File: src/rtl/alu_pkg.sv
// Shared ALU encodings and FSM states. The ALU-control decoder and the
// multi-cycle ALU both import this package.
package alu_pkg;

    typedef enum logic [3:0] {
        ALU_ADD  = 4'b0000,
        ALU_SUB  = 4'b0001,
        ALU_AND  = 4'b0010,
        ALU_OR   = 4'b0011,
        ALU_SLL  = 4'b0100,
        ALU_SLT  = 4'b0101,
        ALU_XOR  = 4'b0110,
        ALU_SRL  = 4'b0111,
        ALU_SLTU = 4'b1000,
        ALU_SRA  = 4'b1111
    } alu_op_t;

    typedef enum logic [1:0] {
        S_IDLE  = 2'd0,
        S_SHIFT = 2'd1,
        S_DONE  = 2'd2
    } alu_state_t;

    localparam logic SHIFT_LEFT  = 1'b0;
    localparam logic SHIFT_RIGHT = 1'b1;

    function automatic logic is_shift(input logic [3:0] op);
        return (op == ALU_SLL) || (op == ALU_SRL) || (op == ALU_SRA);
    endfunction

endpackage

File: src/rtl/alu_mc_if.sv
// Request/response bundle for alu_mc: valid/ready request with operands,
// valid/ready response with result and flags.
interface alu_mc_if #(parameter int WIDTH = 32);

    logic             in_valid;
    logic             in_ready;
    logic [3:0]       alu_control;
    logic [WIDTH-1:0] src_a;
    logic [WIDTH-1:0] src_b;
    logic             out_valid;
    logic             out_ready;
    logic [WIDTH-1:0] result;
    logic             zero;
    logic             illegal;

    modport master (
        output in_valid, alu_control, src_a, src_b, out_ready,
        input  in_ready, out_valid, result, zero, illegal
    );

    modport slave (
        input  in_valid, alu_control, src_a, src_b, out_ready,
        output in_ready, out_valid, result, zero, illegal
    );

endinterface

File: src/rtl/alu_mc_serial_shift.sv
// One-bit-per-cycle shifter. data_out is the accumulator after the next
// shift step, so the owner can capture the final value on the edge cnt hits 0.
module alu_serial_shift #(
    parameter int WIDTH = 32,
    parameter int SHW   = $clog2(WIDTH)
) (
    input  logic             clk,
    input  logic             rst_n,
    input  logic             load,
    input  logic             dir,
    input  logic             arith,
    input  logic [WIDTH-1:0] data_in,
    input  logic [SHW-1:0]   amount,
    output logic             busy,
    output logic             done,
    output logic [WIDTH-1:0] data_out
);
    import alu_pkg::*;

    logic [WIDTH-1:0] r_acc;
    logic [SHW-1:0]   r_cnt;
    logic             r_dir;
    logic             r_arith;
    logic [WIDTH-1:0] w_next;

    always_comb begin
        w_next = r_acc;
        if (r_dir == SHIFT_LEFT)
            w_next = {r_acc[WIDTH-2:0], 1'b0};
        else
            w_next = {(r_arith & r_acc[WIDTH-1]), r_acc[WIDTH-1:1]};
    end

    always_ff @(posedge clk or negedge rst_n) begin
        if (!rst_n) begin
            r_acc   <= '0;
            r_cnt   <= '0;
            r_dir   <= SHIFT_LEFT;
            r_arith <= 1'b0;
        end else if (load) begin
            r_acc   <= data_in;
            r_cnt   <= amount;
            r_dir   <= dir;
            r_arith <= arith;
        end else if (r_cnt != '0) begin
            r_acc <= w_next;
            r_cnt <= r_cnt - SHW'(1);
        end
    end

    assign busy     = (r_cnt != '0);
    assign done     = (r_cnt == SHW'(1));
    assign data_out = w_next;

endmodule

File: src/rtl/alu_mc.sv
// Multi-cycle integer ALU: single-cycle logic/arithmetic, serial shifts,
// registered result/zero/illegal held until the consumer takes it.
module alu_mc #(
    parameter int WIDTH = 32
) (
    input  logic     clk,
    input  logic     reset_n,
    alu_mc_if.slave  bus
);
    import alu_pkg::*;

    localparam int SHW = $clog2(WIDTH);

    alu_state_t       r_state, w_state_nxt;
    logic [WIDTH-1:0] r_result;
    logic             r_zero;
    logic             r_illegal;

    logic [WIDTH-1:0] w_res;
    logic             w_legal;
    logic [SHW-1:0]   w_amt;
    logic             w_shift_go;
    logic             w_cap;
    logic             w_sh_load;
    logic             w_sh_fin;
    logic             w_sh_busy;
    logic             w_sh_done;
    logic [WIDTH-1:0] w_sh_data;

    assign w_amt      = bus.src_b[SHW-1:0];
    assign w_shift_go = is_shift(bus.alu_control) && (w_amt != '0);

    // Single-cycle datapath; shifts by zero pass src_a through unchanged.
    always_comb begin
        w_res   = '0;
        w_legal = 1'b1;
        case (bus.alu_control)
            ALU_ADD:  w_res = bus.src_a + bus.src_b;
            ALU_SUB:  w_res = bus.src_a - bus.src_b;
            ALU_AND:  w_res = bus.src_a & bus.src_b;
            ALU_OR:   w_res = bus.src_a | bus.src_b;
            ALU_XOR:  w_res = bus.src_a ^ bus.src_b;
            ALU_SLT:  w_res = {{(WIDTH-1){1'b0}}, ($signed(bus.src_a) < $signed(bus.src_b))};
            ALU_SLTU: w_res = {{(WIDTH-1){1'b0}}, (bus.src_a < bus.src_b)};
            ALU_SLL, ALU_SRL, ALU_SRA: w_res = bus.src_a;
            default:  w_legal = 1'b0;
        endcase
    end

    always_ff @(posedge clk or negedge reset_n) begin
        if (!reset_n) r_state <= S_IDLE;
        else          r_state <= w_state_nxt;
    end

    always_comb begin
        w_state_nxt = r_state;
        w_cap       = 1'b0;
        w_sh_load   = 1'b0;
        w_sh_fin    = 1'b0;
        case (r_state)
            S_IDLE: begin
                if (bus.in_valid) begin
                    if (w_shift_go) begin
                        w_sh_load   = 1'b1;
                        w_state_nxt = S_SHIFT;
                    end else begin
                        w_cap       = 1'b1;
                        w_state_nxt = S_DONE;
                    end
                end
            end
            S_SHIFT: begin
                if (w_sh_done || !w_sh_busy) begin
                    w_sh_fin    = 1'b1;
                    w_state_nxt = S_DONE;
                end
            end
            S_DONE: begin
                if (bus.out_ready) w_state_nxt = S_IDLE;
            end
            default: w_state_nxt = S_IDLE;
        endcase
    end

    alu_serial_shift #(.WIDTH(WIDTH), .SHW(SHW)) u_shift (
        .clk      (clk),
        .rst_n    (reset_n),
        .load     (w_sh_load),
        .dir      ((bus.alu_control == ALU_SLL) ? SHIFT_LEFT : SHIFT_RIGHT),
        .arith    (bus.alu_control == ALU_SRA),
        .data_in  (bus.src_a),
        .amount   (w_amt),
        .busy     (w_sh_busy),
        .done     (w_sh_done),
        .data_out (w_sh_data)
    );

    always_ff @(posedge clk or negedge reset_n) begin
        if (!reset_n) begin
            r_result  <= '0;
            r_zero    <= 1'b0;
            r_illegal <= 1'b0;
        end else if (w_cap) begin
            r_result  <= w_res;
            r_zero    <= (w_res == '0);
            r_illegal <= ~w_legal;
        end else if (w_sh_fin) begin
            r_result  <= w_sh_data;
            r_zero    <= (w_sh_data == '0);
            r_illegal <= 1'b0;
        end
    end

    assign bus.in_ready  = (r_state == S_IDLE);
    assign bus.out_valid = (r_state == S_DONE);
    assign bus.result    = r_result;
    assign bus.zero      = r_zero;
    assign bus.illegal   = r_illegal;

endmodule
File: src/flat_wrapper.sv
// flat-port wrapper written by rule: the top's interface ports become plain ports
module alu_mc_flat import alu_pkg::*;
#(
    parameter int WIDTH = 32
)
  (clk, reset_n, bus_in_valid, bus_alu_control, bus_src_a, bus_src_b, bus_out_ready, bus_in_ready, bus_out_valid, bus_result, bus_zero, bus_illegal);
  alu_mc_if #(.WIDTH(WIDTH)) bus_i ();
  input  logic clk;
  input  logic reset_n;
  input wire logic [$bits(bus_i.in_valid)-1:0] bus_in_valid;
  input wire logic [$bits(bus_i.alu_control)-1:0] bus_alu_control;
  input wire logic [$bits(bus_i.src_a)-1:0] bus_src_a;
  input wire logic [$bits(bus_i.src_b)-1:0] bus_src_b;
  input wire logic [$bits(bus_i.out_ready)-1:0] bus_out_ready;
  output wire logic [$bits(bus_i.in_ready)-1:0] bus_in_ready;
  output wire logic [$bits(bus_i.out_valid)-1:0] bus_out_valid;
  output wire logic [$bits(bus_i.result)-1:0] bus_result;
  output wire logic [$bits(bus_i.zero)-1:0] bus_zero;
  output wire logic [$bits(bus_i.illegal)-1:0] bus_illegal;
  assign bus_i.in_valid = bus_in_valid;
  assign bus_i.alu_control = bus_alu_control;
  assign bus_i.src_a = bus_src_a;
  assign bus_i.src_b = bus_src_b;
  assign bus_i.out_ready = bus_out_ready;
  assign bus_in_ready = bus_i.in_ready;
  assign bus_out_valid = bus_i.out_valid;
  assign bus_result = bus_i.result;
  assign bus_zero = bus_i.zero;
  assign bus_illegal = bus_i.illegal;
  alu_mc #(.WIDTH(WIDTH)) u_core (.clk(clk), .reset_n(reset_n), .bus(bus_i));
endmodule
File: config.mk
export PLATFORM = sky130hd
export DESIGN_NAME = alu_mc_flat
export DESIGN_NICKNAME = d
export VERILOG_FILES = /design/src/rtl/alu_pkg.sv /design/src/rtl/alu_mc_if.sv /design/src/rtl/alu_mc_serial_shift.sv /design/src/rtl/alu_mc.sv /design/src/flat_wrapper.sv
export SDC_FILE = /design/constraint.sdc
export NUM_CORES = 1
export LEC_CHECK = 0
export BUFFER_PORTS_ARGS = -buffer_cell sky130_fd_sc_hd__buf_2
export CORE_ASPECT_RATIO = 0.9
export CORE_MARGIN = 4
export CORE_UTILIZATION = 65
export DETAILED_ROUTE_END_ITERATION = 16
export HOLD_SLACK_MARGIN = 0.05
export PLACE_DENSITY_LB_ADDON = 0.2
export SLEW_MARGIN = 30
export SYNTH_ARGS = -nofsm -noshare
export SYNTH_HDL_FRONTEND = slang
export SYNTH_SLANG_ARGS = --single-unit
File: constraint.sdc
create_clock -name clk -period 5.5 [get_ports clk]
set_clock_uncertainty 0.2 [all_clocks]
set_input_delay 1.1 -clock clk [delete_from_list [all_inputs] [get_ports clk]]
set_output_delay 1.1 -clock clk [all_outputs]
set_load 0.01 [all_outputs]
==> results.md, run 1 <==
Run status:
- The run finished with clean final reports.

Logic synthesis:
- A synthesized cell averages 7.23 µm².
- Counting flops with an async set or reset pin after synthesis yields a share of 100%.
- The count of warnings emitted by yosys is 0.
- The net count of the mapped netlist is 1545.
- Summing every instance area after synthesis gives 9800 µm².
- The number of enable flip-flop cells after synthesis is 0.
- The number of flip-flops and latches in the synthesized netlist is 75.
- The proportion of synthesized chip area in sequential cells is 19.1%.
- The most used flip-flop cell after synthesis is sky130_fd_sc_hd__dfrtp_1.
- Synthesis produced a netlist whose cell count is 1355.
- The number of different library cells in the post-synthesis netlist is 88.

GRT:
- The aggregate global-route resource usage is 40.6%.
- The total grt overflow is 0.
- The first global-routing pass estimated 55.3 mm of wire.
- The largest net degree at the start of global routing is 76.
- The number of antenna violations at the first check in global routing is 3.
- The number of global-route vias before repair is 10200.

Clock network:
- The count of hold buffers inserted by post-cts repair is 0.
- The post-cts repair resize count is 0.
- The number of H-tree branching levels is 3.
- Buffers inserted during clock tree synthesis total 9.
- The maximum clock insertion buffer count is 2.
- The later pin in the worst-skew pair is clocked with a latency of 340 ps.
- The tree is rooted in a sky130_fd_sc_hd__clkbuf_16.
- TritonCTS built the clock tree.
- The clock input transition at the sequential cells of the worst setup and hold paths is 60 ps.
- Post-CTS timing repair inserted 0 buffers for setup.
- The clock net sink count is 75.

Power:
- In this run switching power makes up 45.0% of total power.
- Sequential cells account for 29.5% of the total power.
- Combinational cells account for 51.4% of the total power.
- The share of total power dissipated in the clock network is 19.1%.
- The worst-case IR drop observed on VDD is 0.377 mV.
- In this run the power density over the cells is 323 nW/µm².
- The leakage dissipation is 0.00518 µW.
- In this run the power spent charging and discharging nets is 1590 µW.
- The internal cell power is 1940 µW.

Layout:
- The finished layout holds 1626 standard cells, fillers aside.
- For this run, the post-layout net count is 1613.
- Summing all multi-input logic gate instances after layout gives 7220 µm².
- After filler insertion, the fill cell instance count of the layout stands at 1157.
- The share of the core filled with cells is 73.8%.
- The finished cells cover 10900 µm².
- The number of antenna diodes in the final layout is 0.
- Summing all flip-flop and latch instances after layout gives 1880 µm².
- Relative to the synthesized area, the layout overhead comes to 11.2%.
- The fraction of layout cells with a size suffix above 1 is 13.0%.

Drt:
- The total detailed-routing wirelength is 36.2 mm.
- The number of design rule violations left after detail routing is 0.
- The routed length per placed instance is 22.2 µm.
- For this block, the via count after detailed routing is 11200.
- The post-detailed-route count of antenna-violating nets is 0.
- After the first detailed-routing iteration, the DRC count stood at 1648.
- The pre-antenna-repair detailed-routing pass consisted of 7 iterations.
- In the routed layout, each cell is associated on average with a via count of 6.90.

Timing:
- Setup repair after global routing left no endpoint under its margin.
- The worst hold slack is 306 ps.
- Measured against its own limit, the worst slew margin works out to 35.1%.
- The sum of negative setup slack is 0 ps.
- The max-slew violation total from the final report is 0.
- The clock period could shrink to 4880 ps.
- Setup violations remaining at the end of the flow were counted as 0.
- The slew at the pin closest to its max-slew limit is 971 ps.
- The count of final hold-check violations is 0.
- The post-route clock period utilization is 88.7%.
- The highest achievable clock rate is 205 MHz.

Die:
- The I/O pin count is 108.
- The overall die width is 137 µm.
- The die boundary height is 124 µm.
- After floorplanning, the core was sized to cover 14800 µm².
- The initialized floorplan defines 42 standard-cell rows.
- For this configuration, the core starts out at a cell density of 66.4%.
- The die covers 17100 µm².

Placement:
- The total of buffers placed on input and output ports is 107.
- The half-perimeter wire length after placement is 27.3 mm.
- The post-place instance area is 10600 µm².
- The number of placed cells counting well taps is 1610.
- The congestion estimate from routability-driven global placement came to 1.03.

Worst setup path:
- The worst setup path category is in -> reg.
- The startpoint identified for the worst register-to-register timing path is u_core.u_shift.r_dir.
- The critical path arrival is 4930 ps.
- The required time of the critical path is 5560 ps.
- The type of destination of the critical path is a flop.
- The element type at the critical path start is an input port.
- The launch point of the critical path is bus_src_a[0].
- The worst-path maximum fanout is 4.

Worst hold path:
- The min-delay analysis places its worst path in the category reg -> reg.
- The startpoint identified for the worst hold timing path is u_core.bus.illegal.

Flow run:
- Across the run, the number of max-cap violations was 0.
-- critical path: stages --
cell                       delay (ps)
sky130_fd_sc_hd__buf_2            100
sky130_fd_sc_hd__inv_1             80
sky130_fd_sc_hd__ha_1             220
sky130_fd_sc_hd__fa_1             420
sky130_fd_sc_hd__o21ba_1          230
sky130_fd_sc_hd__or4_4            460
sky130_fd_sc_hd__and2_2           240
sky130_fd_sc_hd__a221o_1          340
sky130_fd_sc_hd__a221oi_1         410
sky130_fd_sc_hd__nand4_1          190
sky130_fd_sc_hd__nor4_1           310
sky130_fd_sc_hd__nand4_1          150
sky130_fd_sc_hd__or4b_1           570
sky130_fd_sc_hd__o22ai_2          100
-- synth_stat cells (all sizes together), types with 4 or more instances --
cell type  number  area (µm²)
or3            14        87.6
a221o           9        90.1
o211a           4        40.0
and2           13        82.6
o211ai         33         262
a31oi          11        68.8
o221ai          6        52.6
a211o          11        97.6
a211oi         17         128
mux2i          41         410
nor2          169         634
o21bai         10        75.1
a221oi         16         146
buf            18        82.6
o31a            6        52.6
a2111oi         6        58.8
a22oi           5        37.5
dfrtp          75        1880
o22ai           8        56.3
a22o            4        35.0
o21a            7        52.6
a21oi         170         851
nor4           12        75.1
nor2b           7        43.8
o21ai          94         470
and3            5        31.3
nand2b         11        68.8
nand2         108         405
nor3b           6        45.0
inv           102         383
clkbuf         71         267
xnor2          10        87.6
a21o           12        90.1
ha            116        1450
o31ai          18         140
nand4          27         169
nor3           22         110
nand3          21         105
-- cell type report --
| type | instances | share of cell area (%) |
|---|---|---|
| Clock buffer | 9 | 2.07 |
| Clock inverter | 7 | 1.07 |
| Inverter | 102 | 3.51 |
| Multi-Input combinational cell | 1089 | 66.2 |
| Sequential cell | 75 | 17.2 |
| Tap cell | 198 | 2.27 |
| Timing Repair Buffer | 146 | 7.66 |
-- cells in the final DEF, fill, tap and decap left out, types with 11 or more instances in the layout --
cell type and count:
sky130_fd_sc_hd__or3_1 14, sky130_fd_sc_hd__a21o_1 12, sky130_fd_sc_hd__buf_4 39, sky130_fd_sc_hd__nand4_1 27, sky130_fd_sc_hd__o21ai_0 90, sky130_fd_sc_hd__dfrtp_1 75, sky130_fd_sc_hd__nand2b_1 11, sky130_fd_sc_hd__nor3_1 21
sky130_fd_sc_hd__a21oi_1 170, sky130_fd_sc_hd__ha_1 116, sky130_fd_sc_hd__nor2_1 168, sky130_fd_sc_hd__a31oi_1 11, sky130_fd_sc_hd__nor4_1 11, sky130_fd_sc_hd__mux2i_1 41, sky130_fd_sc_hd__a211oi_1 17, sky130_fd_sc_hd__buf_2 106
sky130_fd_sc_hd__o211ai_1 32, sky130_fd_sc_hd__a221oi_1 15, sky130_fd_sc_hd__nand3_1 21, sky130_fd_sc_hd__nand2_1 107, sky130_fd_sc_hd__and2_1 12, sky130_fd_sc_hd__o31ai_1 17, sky130_fd_sc_hd__inv_1 101
-- state kept, by name (all words and copies together), names as in the netlist --
signal / count
u_core.u_shift.r_dir: 1
u_core.bus.result: 32
u_core.u_shift.r_cnt: 5
u_core.bus.zero: 1
u_core.u_shift.r_arith: 1
u_core.bus.illegal: 1
u_core.u_shift.r_acc: 32
u_core.r_state: 2
-- power by group through the flow --
stage | combinational [µW] | sequential, µW | clock (µW)
after floorplan | 1160 | 1010 | 0
after global placement | 1700 | 1020 | 0
after detailed placement | 1730 | 1030 | 0
after CTS | 1760 | 1030 | 671
after global routing | 1970 | 1060 | 700
final | 1810 | 1040 | 673
-- stage by stage --
stage / setup WS, ps / power (µW)
after floorplan: 755 / 2170
after global placement: 396 / 2720
after detailed placement: 354 / 2750
after CTS: 685 / 3460
after global routing: 423 / 3730
final: 624 / 3520
-- kinds of logic after synthesis --
logic type,share of synthesized area [%]
muxes,4.42
and+or+nand+nor,20.3
AOI/OAI and AO/OA,32.3
xor gates and xnor gates,1.07
buffers and inverters,7.47
DFF,19.1
adders and majority gates,15.2
-- per-layer routing --
layer	track usage [%]	up-vias	share of wire (%)
met2	60.7	881	43
li1	-	5047	-
met1	57.6	5155	40
met3	9.69	127	14
met4	12.9	6	3.4
met5	0	-	0.094
-- path summary, 6_finish.rpt --
| kind | depth (start not counted) | slack [ps] | to |
|---|---|---|---|
| min in group asynchronous | 1 | 580 | u_core.u_shift.r_cnt[4] |
| max in group asynchronous | 1 | 4060 | u_core.u_shift.r_acc[30] |
| hold reg to reg | 2 | 310 | u_core.bus.illegal |
| setup / recovery | 14 | 620 | u_core.bus.zero |
| setup reg to reg | 8 | 2310 | u_core.bus.zero |
| hold / removal | 2 | 310 | u_core.bus.illegal |
Power figures use the tool's default switching activity.
==> run 2, diff against run 1 <==
--- a/config.mk
+++ b/config.mk
@@ -6,7 +6,6 @@
 export NUM_CORES = 1
 export LEC_CHECK = 0
 export BUFFER_PORTS_ARGS = -buffer_cell sky130_fd_sc_hd__buf_2
-export CORE_ASPECT_RATIO = 0.9
 export CORE_MARGIN = 4
 export CORE_UTILIZATION = 65
 export DETAILED_ROUTE_END_ITERATION = 16
==> run 2 against run 1 <==
- non-clock buffer count shrank 3
- global-route usage shrank 0.83 points
- first-iteration DRC count is 6.2% lower
- routed wire length is 3.5% lower
- utilization rose by 0.16 points
- sequential share of layout area rose by 0.11 points
- clock-buffer cell count grew 1
- sequential power hardly changed
- sequential cell count is the same
- cell count decreased by 1.0%
- via count down 0.92%
- highest routed layer unchanged
==> results.md, run 2 (synthesis gave the netlist of run 1 again) <==
Timing:
- The count of final hold-check violations is 0.
- The highest achievable clock rate is 195 MHz.
- The slew at the pin closest to its max-slew limit is 1060 ps.
- Setup repair after global routing left no endpoint under its margin.
- Setup violations remaining at the end of the flow were counted as 0.
- In this run the tightest slew margin relative to its limit is 29.1%.
- After routing, the total negative slack on setup checks comes to 0 ps.
- The post-route clock period utilization is 93.1%.
- The time the final worst path needs with I/O delays and setup is 5120 ps.
- Once routing completed, OpenROAD measured the worst setup slack at 377 ps.
- The max-slew violation total from the final report is 0.

Power:
- The maximum VDD drop is 0.243 mV.
- In this run the power spent charging and discharging nets is 1550 µW.
- The combinational share of power is 52.8%.
- The switching share of power is 45.6%.
- In this run the static leakage power is 0.00516 µW.
- Of the total power, the clock network draws 17.0%.
- The register share of total power is 30.2%.
- The internal power of the cells totals 1850 µW.
- The power per cell area is 315 nW/µm².

GRT:
- The largest net degree at the start of global routing is 76.
- The first-pass GRT wire length is 53.2 mm.
- The met1 layer usage reported by global route is 56.1%.
- Global routing finished with a remaining overflow of 0.
- The number of global-route vias before repair is 9810.
- The most used routing layer is met2.
- The aggregate global-route resource usage is 39.8%.
- The number of antenna violations at the first check in global routing was 2.
- The met3 global-route usage is 9.27%.
- The met2 track demand over resource in global routing is 60.5%.

Clock network:
- The maximum clock insertion buffer count is 2.
- The number of setup buffers added after CTS is 0.
- The clock input transition at the sequential cells of the worst setup and hold paths is 60 ps.
- The later pin in the worst-skew pair is clocked with a latency of 340 ps.
- TritonCTS built the clock tree.
- Once the clock tree was built, the resizer swapped 0 gates to a different size.
- The count of hold buffers inserted by post-cts repair is 0.
- The clock net sink count is 75.
- The number of H-tree branching levels is 3.
- The number of buffers inserted during clock tree synthesis is 9.
- The tree is rooted in a sky130_fd_sc_hd__clkbuf_16.

Die:
- The I/O pin count is 108.
- The die covers 17100 µm².
- The die is 131 µm tall.
- The floorplan has 44 rows.
- The core region area is 14600 µm².
- From left edge to right edge, the die measures 131 µm.
- The effective utilization at floorplan is 66.9%.

Worst hold path:
- The class of the most critical hold timing path is reg -> reg.

Worst setup path:
- STA puts the critical path data required time at 5550 ps.
- The critical path is of the in -> reg type.
- The element type at the critical path start is an input port.
- The type of destination of the critical path is a flop.
- The critical path arrival is 5180 ps.
- Along the worst path, the maximum fanout reaches 12.

Flow run:
- The tool flagged a number of max-cap violations equal to 0.

Layout:
- After filler insertion, the fill cell instance count of the layout stands at 1217.
- The library cell used most frequently in the layout, excluding fill and tap cells, is sky130_fd_sc_hd__a21oi_1.
- The area of the multi-input gates is 7230 µm².
- Leaving out fill and tap cells, the most frequent cells in the layout are sky130_fd_sc_hd__a21oi_1, sky130_fd_sc_hd__nor2_1, sky130_fd_sc_hd__ha_1.
- The flip-flop and latch area is 1880 µm².
- The net count of the finished layout is 1610.
- The final antenna diode count is 0.
- In the final layout, the share of cells above drive strength 1 is 12.9%.
- The area overhead of the layout relative to synthesis is 10.5%.

Placement:
- The placer's final routability congestion estimate is 1.02.
- During placement, the flow inserted port buffers numbering 107.
- The half-perimeter wire length after placement is 26.7 mm.
- The worst slack at placement is 218 ps.

Drt:
- Dividing the detail-routed via count by the number of cells gives 6.91.
- Summed over all layers, the routed wires come to 34.9 mm.
- The routed length per placed instance is 21.7 µm.
- The iteration-0 DRC count of the detailed router is 1546.
- The first-pass iteration count of the detailed router is 6.
- The final route contains 11100 vias.
- In this run the remaining antenna-violating nets after routing total 0.
- The number of design rule violations left after detail routing is 0.

Run status:
- The run finished with clean final reports.
run 2: changes by cell type in the layout (fill, tap and decap cells not counted), sizes merged:
cell,delta
bufinv,-2
clkinvlp,-1
clkinv,+2
buf,-3
clkbuf,+1
run 2: path summary, 6_finish.rpt:
path	slack, ps	to	depth (start not counted)	from
hold / removal	320	u_core.bus.illegal	2	u_core.bus.illegal
hold reg to reg	320	u_core.bus.illegal	2	u_core.bus.illegal
setup reg to reg	2240	u_core.bus.zero	8	u_core.u_shift.r_dir
min in group asynchronous	580	u_core.u_shift.r_acc[9]	1	reset_n
max in group asynchronous	4050	u_core.u_shift.r_acc[21]	1	reset_n
setup / recovery	380	u_core.bus.zero	15	bus_src_a[9]
run 2: per-layer routing:
metal | up-vias | routed length, µm
met3 | 123 | 4370
li1 | 5040 | -
met5 | - | 15
met4 | 4 | 1240
met2 | 804 | 14900
met1 | 5142 | 14400
run 2: area by class of cell:
cell class / instances / area share (%)
Tap cell: 184 / 2.12
Multi-Input combinational cell: 1089 / 66.8
Inverter: 102 / 3.53
Clock buffer: 10 / 2.21
Clock inverter: 6 / 0.508
Sequential cell: 75 / 17.3
Timing Repair Buffer: 143 / 7.53
run 2: per-stage QoR:
stage | std cells | hold slack, ps | total power, µW | util [%] | instance area, µm²
floorplan | 1355 | 294 | 2170 | - | 9800
global placement | 1592 | 281 | 2700 | 71.8 | 10500
detailed placement | 1592 | 317 | 2750 | 71.8 | 10500
CTS | 1608 | 327 | 3350 | 73.8 | 10800
global route | 1609 | 342 | 3620 | 74.0 | 10800
finish | 1609 | 322 | 3410 | 74.0 | 10800
run 2: worst max-delay path, cell delays in order:
cell and delay (ps):
sky130_fd_sc_hd__buf_2 130, sky130_fd_sc_hd__inv_1 120, sky130_fd_sc_hd__ha_1 470, sky130_fd_sc_hd__a21oi_1 190, sky130_fd_sc_hd__o21ai_1 110, sky130_fd_sc_hd__or4_1 530
sky130_fd_sc_hd__o21ai_1 590, sky130_fd_sc_hd__xnor2_1 190, sky130_fd_sc_hd__nor2_1 50, sky130_fd_sc_hd__a211oi_1 370, sky130_fd_sc_hd__buf_4 210, sky130_fd_sc_hd__nor3b_1 180
sky130_fd_sc_hd__nand4_1 190, sky130_fd_sc_hd__or4b_1 630, sky130_fd_sc_hd__o22ai_2 120
run 2: power by group through the flow:
stage	clock network, µW	registers [µW]	logic [µW]
2_1_floorplan	0	1010	1160
3_3_place_gp	0	1010	1690
3_5_place_dp	0	1020	1730
4_1_cts	578	1020	1750
5_1_grt	607	1050	1960
6_report	580	1030	1800
==> run 3, diff against run 2 <==
--- a/config.mk
+++ b/config.mk
@@ -10,7 +10,7 @@
 export CORE_UTILIZATION = 65
 export DETAILED_ROUTE_END_ITERATION = 16
 export HOLD_SLACK_MARGIN = 0.05
-export PLACE_DENSITY_LB_ADDON = 0.2
+export PLACE_DENSITY = 0.84
 export SLEW_MARGIN = 30
 export SYNTH_ARGS = -nofsm -noshare
 export SYNTH_HDL_FRONTEND = slang
==> run 3 against run 2 <==
- total power rose by 4.6%
- design area rose by 0.66%
- largest cell class unchanged
- cell count barely moved
==> results.md, run 3 (synthesis gave the netlist of run 1 again) <==
Timing:
- The count of final hold-check violations is 0.
- The worst hold slack is 349 ps.
- After layout, the minimum clock period comes to 4990 ps.
- The slew at the pin closest to its max-slew limit is 1020 ps.
- Timing would allow up to 200 MHz.
- After routing, the total negative slack on setup checks comes to 0 ps.
- Setup repair after global routing left no endpoint under its margin.
- The max-slew violation total from the final report is 0.
- Across all setup checks in the final design, the least slack found is 508 ps.
- The final number of setup-violating endpoints is 0.
- The worst slew margin relative to its limit is 31.7%.
- The post-route clock period utilization is 90.8%.

Die:
- Once the floorplan was initialized, standard cells occupied 66.9% of the core.
- After floorplanning, the core was divided into 44 placement rows.
- The I/O pin count is 108.
- The die covers 17100 µm².
- The die is 131 µm tall.
- The overall die width is 131 µm.
- The total area inside the core boundary comes to 14600 µm².

Power:
- The switching power summed over all nets is 1580 µW.
- In this run, the clock network consumes 20.0% of the power.
- Per report_power, the combinational group accounts for 51.1% of the total.
- The power per cell area is 327 nW/µm².
- Net switching is 44.4% of the power.
- Across the VDD grid, the largest voltage drop is 0.285 mV.
- Cell internal power was estimated by the tool at 1980 µW.
- The leakage dissipation is 0.00518 µW.
- The design draws 3570 µW.
- Of the total power, registers draw 28.9%.

Clock network:
- The number of H-tree branching levels is 3.
- The post-cts repair resize count is 0.
- The number of clock buffers added by TritonCTS is 9.
- The clock insertion delay at the later pin of the skew report is 340 ps.
- The longest clock path from root to sink contains 2 buffers.
- For this design, the sink count on the clock tree is 75.
- The master cell of the clock root buffer is sky130_fd_sc_hd__clkbuf_16.
- The count of hold buffers inserted by post-cts repair is 0.
- The clock input transition at the sequential cells of the worst setup and hold paths is 50 ps.
- Buffers added to address setup during post-CTS repair amount to 0.
- TritonCTS built the clock tree.

GRT:
- The first-pass GRT wire length is 54.7 mm.
- The number of antenna violations at the first check in global routing was 4.
- In the global route stage, overall resource usage came out at 40.8%.
- The total grt overflow is 0.
- The largest net degree at the start of global routing is 76.
- The number of global-route vias before repair came to 10200.

Layout:
- Compared with the post-synthesis result, the final layout area differs by 11.3%.
- The final net count is 1611.
- Fill cells in the final layout number 1156.
- Cells fill 74.5% of the core in the end.
- The repair_antennas step left the layout with diodes totalling 0.
- In the final layout, the share of cells above drive strength 1 is 12.8%.
- The top cell types in the final layout, fill and taps aside, are sky130_fd_sc_hd__a21oi_1, sky130_fd_sc_hd__nor2_1, sky130_fd_sc_hd__ha_1.
- The most common library cell in the layout ignoring fill and taps is sky130_fd_sc_hd__a21oi_1.

Worst setup path:
- STA classifies the critical path startpoint as an input port.
- The worst-path maximum fanout is 5.
- The critical path arrival is 5050 ps.
- The worst setup path category is in -> reg.
- STA puts the critical path data required time at 5560 ps.
- The type of destination of the critical path is a flop.
- Measured in cells, the most critical reg-to-reg path has a length of 8.

Drt:
- Dividing the detail-routed wire length by the instance count gives 22.3 µm.
- The final layout contains routed wiring with a total length of 35.8 mm.
- The mean number of vias per cell is 7.02.
- The iteration-0 DRC count of the detailed router is 1791.
- Across all layers, the routed design uses 11300 vias.
- For this run, the detailed router's first-pass iteration total came to 7.
- Once detail routing completed, the nets flagged for antenna violations numbered 0.
- The number of design rule violations left after detail routing is 0.

Run status:
- The flow ran to the end, and the final reports show no timing, DRC or antenna violations.

Placement:
- The total of buffers placed on input and output ports is 107.
- After legalization and detailed placement, the total HPWL measured 26.8 mm.
- The placer's final routability congestion estimate is 1.02.
- Before CTS, the worst setup slack after placement is 262 ps.

Worst hold path:
- The instance count along the most critical hold path is 2.
- The class of the most critical hold timing path is reg -> reg.

Flow run:
- The max-cap violation count is 0.
[run 3: cell types whose count changed in the layout (fill, tap and decap cells not counted)]
cell | previous run | this run
sky130_fd_sc_hd__clkinv_2 | 5 | 1
sky130_fd_sc_hd__clkbuf_8 | 1 | 0
sky130_fd_sc_hd__clkbuf_1 | 0 | 2
sky130_fd_sc_hd__bufinv_16 | 1 | 4
sky130_fd_sc_hd__buf_4 | 35 | 36
[run 3: final timing paths]
path	from	to	slack, ps
worst min-delay path	u_core.bus.result[24]	u_core.bus.result[24]	350
min in group asynchronous	reset_n	u_core.bus.result[7]	560
worst min register to register	u_core.bus.result[24]	u_core.bus.result[24]	350
worst max register to register	u_core.u_shift.r_dir	u_core.bus.zero	2180
max in group asynchronous	reset_n	u_core.u_shift.r_acc[30]	4060
worst max-delay path	bus_src_a[0]	u_core.bus.zero	510
[run 3: power by group through the flow]
stage                     Clock (µW)  Sequential [µW]  Combinational (µW)
after floorplan                    0             1010                1160
after global placement             0             1010                1690
after detailed placement           0             1020                1720
after CTS                        711             1020                1770
after global routing             741             1050                1980
final                            713             1030                1820
[run 3: layout make-up]
class | instances | area, µm² | area share, %
clock buffers | 11 | 233 | 2.13
clock inverters | 5 | 125 | 1.15
inverters | 102 | 383 | 3.51
multi-input cells | 1089 | 7230 | 66.3
flip-flops and latches | 75 | 1880 | 17.2
well taps | 184 | 230 | 2.11
repair buffers | 144 | 823 | 7.55
[run 3: worst max-delay path, stage by stage]
cell and delay, ps:
sky130_fd_sc_hd__buf_2 100, sky130_fd_sc_hd__inv_1 80, sky130_fd_sc_hd__ha_1 220, sky130_fd_sc_hd__fa_1 400, sky130_fd_sc_hd__o21ba_1 220, sky130_fd_sc_hd__or4_4 460, sky130_fd_sc_hd__a2111oi_2 380, sky130_fd_sc_hd__a211o_2 220
sky130_fd_sc_hd__o211ai_4 110, sky130_fd_sc_hd__a2111o_1 440, sky130_fd_sc_hd__a31oi_1 250, sky130_fd_sc_hd__nor4bb_1 240, sky130_fd_sc_hd__and4b_1 210, sky130_fd_sc_hd__or4b_1 490, sky130_fd_sc_hd__o22ai_2 130
[run 3: per-layer routing]
| metal | global-route usage, % | vias up | share of wire [%] |
|---|---|---|---|
| li1 | - | 5041 | - |
| met1 | 55.7 | 5231 | 40 |
| met2 | 62.3 | 854 | 43 |
| met3 | 10.8 | 167 | 13 |
| met4 | 14.9 | 8 | 3.8 |
| met5 | 0 | - | 0.13 |
[run 3: per-stage QoR]
| stage | cells | area [µm²] |
|---|---|---|
| 6_report | 1610 | 10900 |
| 2_1_floorplan | 1355 | 9800 |
| 4_1_cts | 1609 | 10900 |
| 3_5_place_dp | 1593 | 10500 |
| 3_3_place_gp | 1593 | 10500 |
| 5_1_grt | 1610 | 10900 |
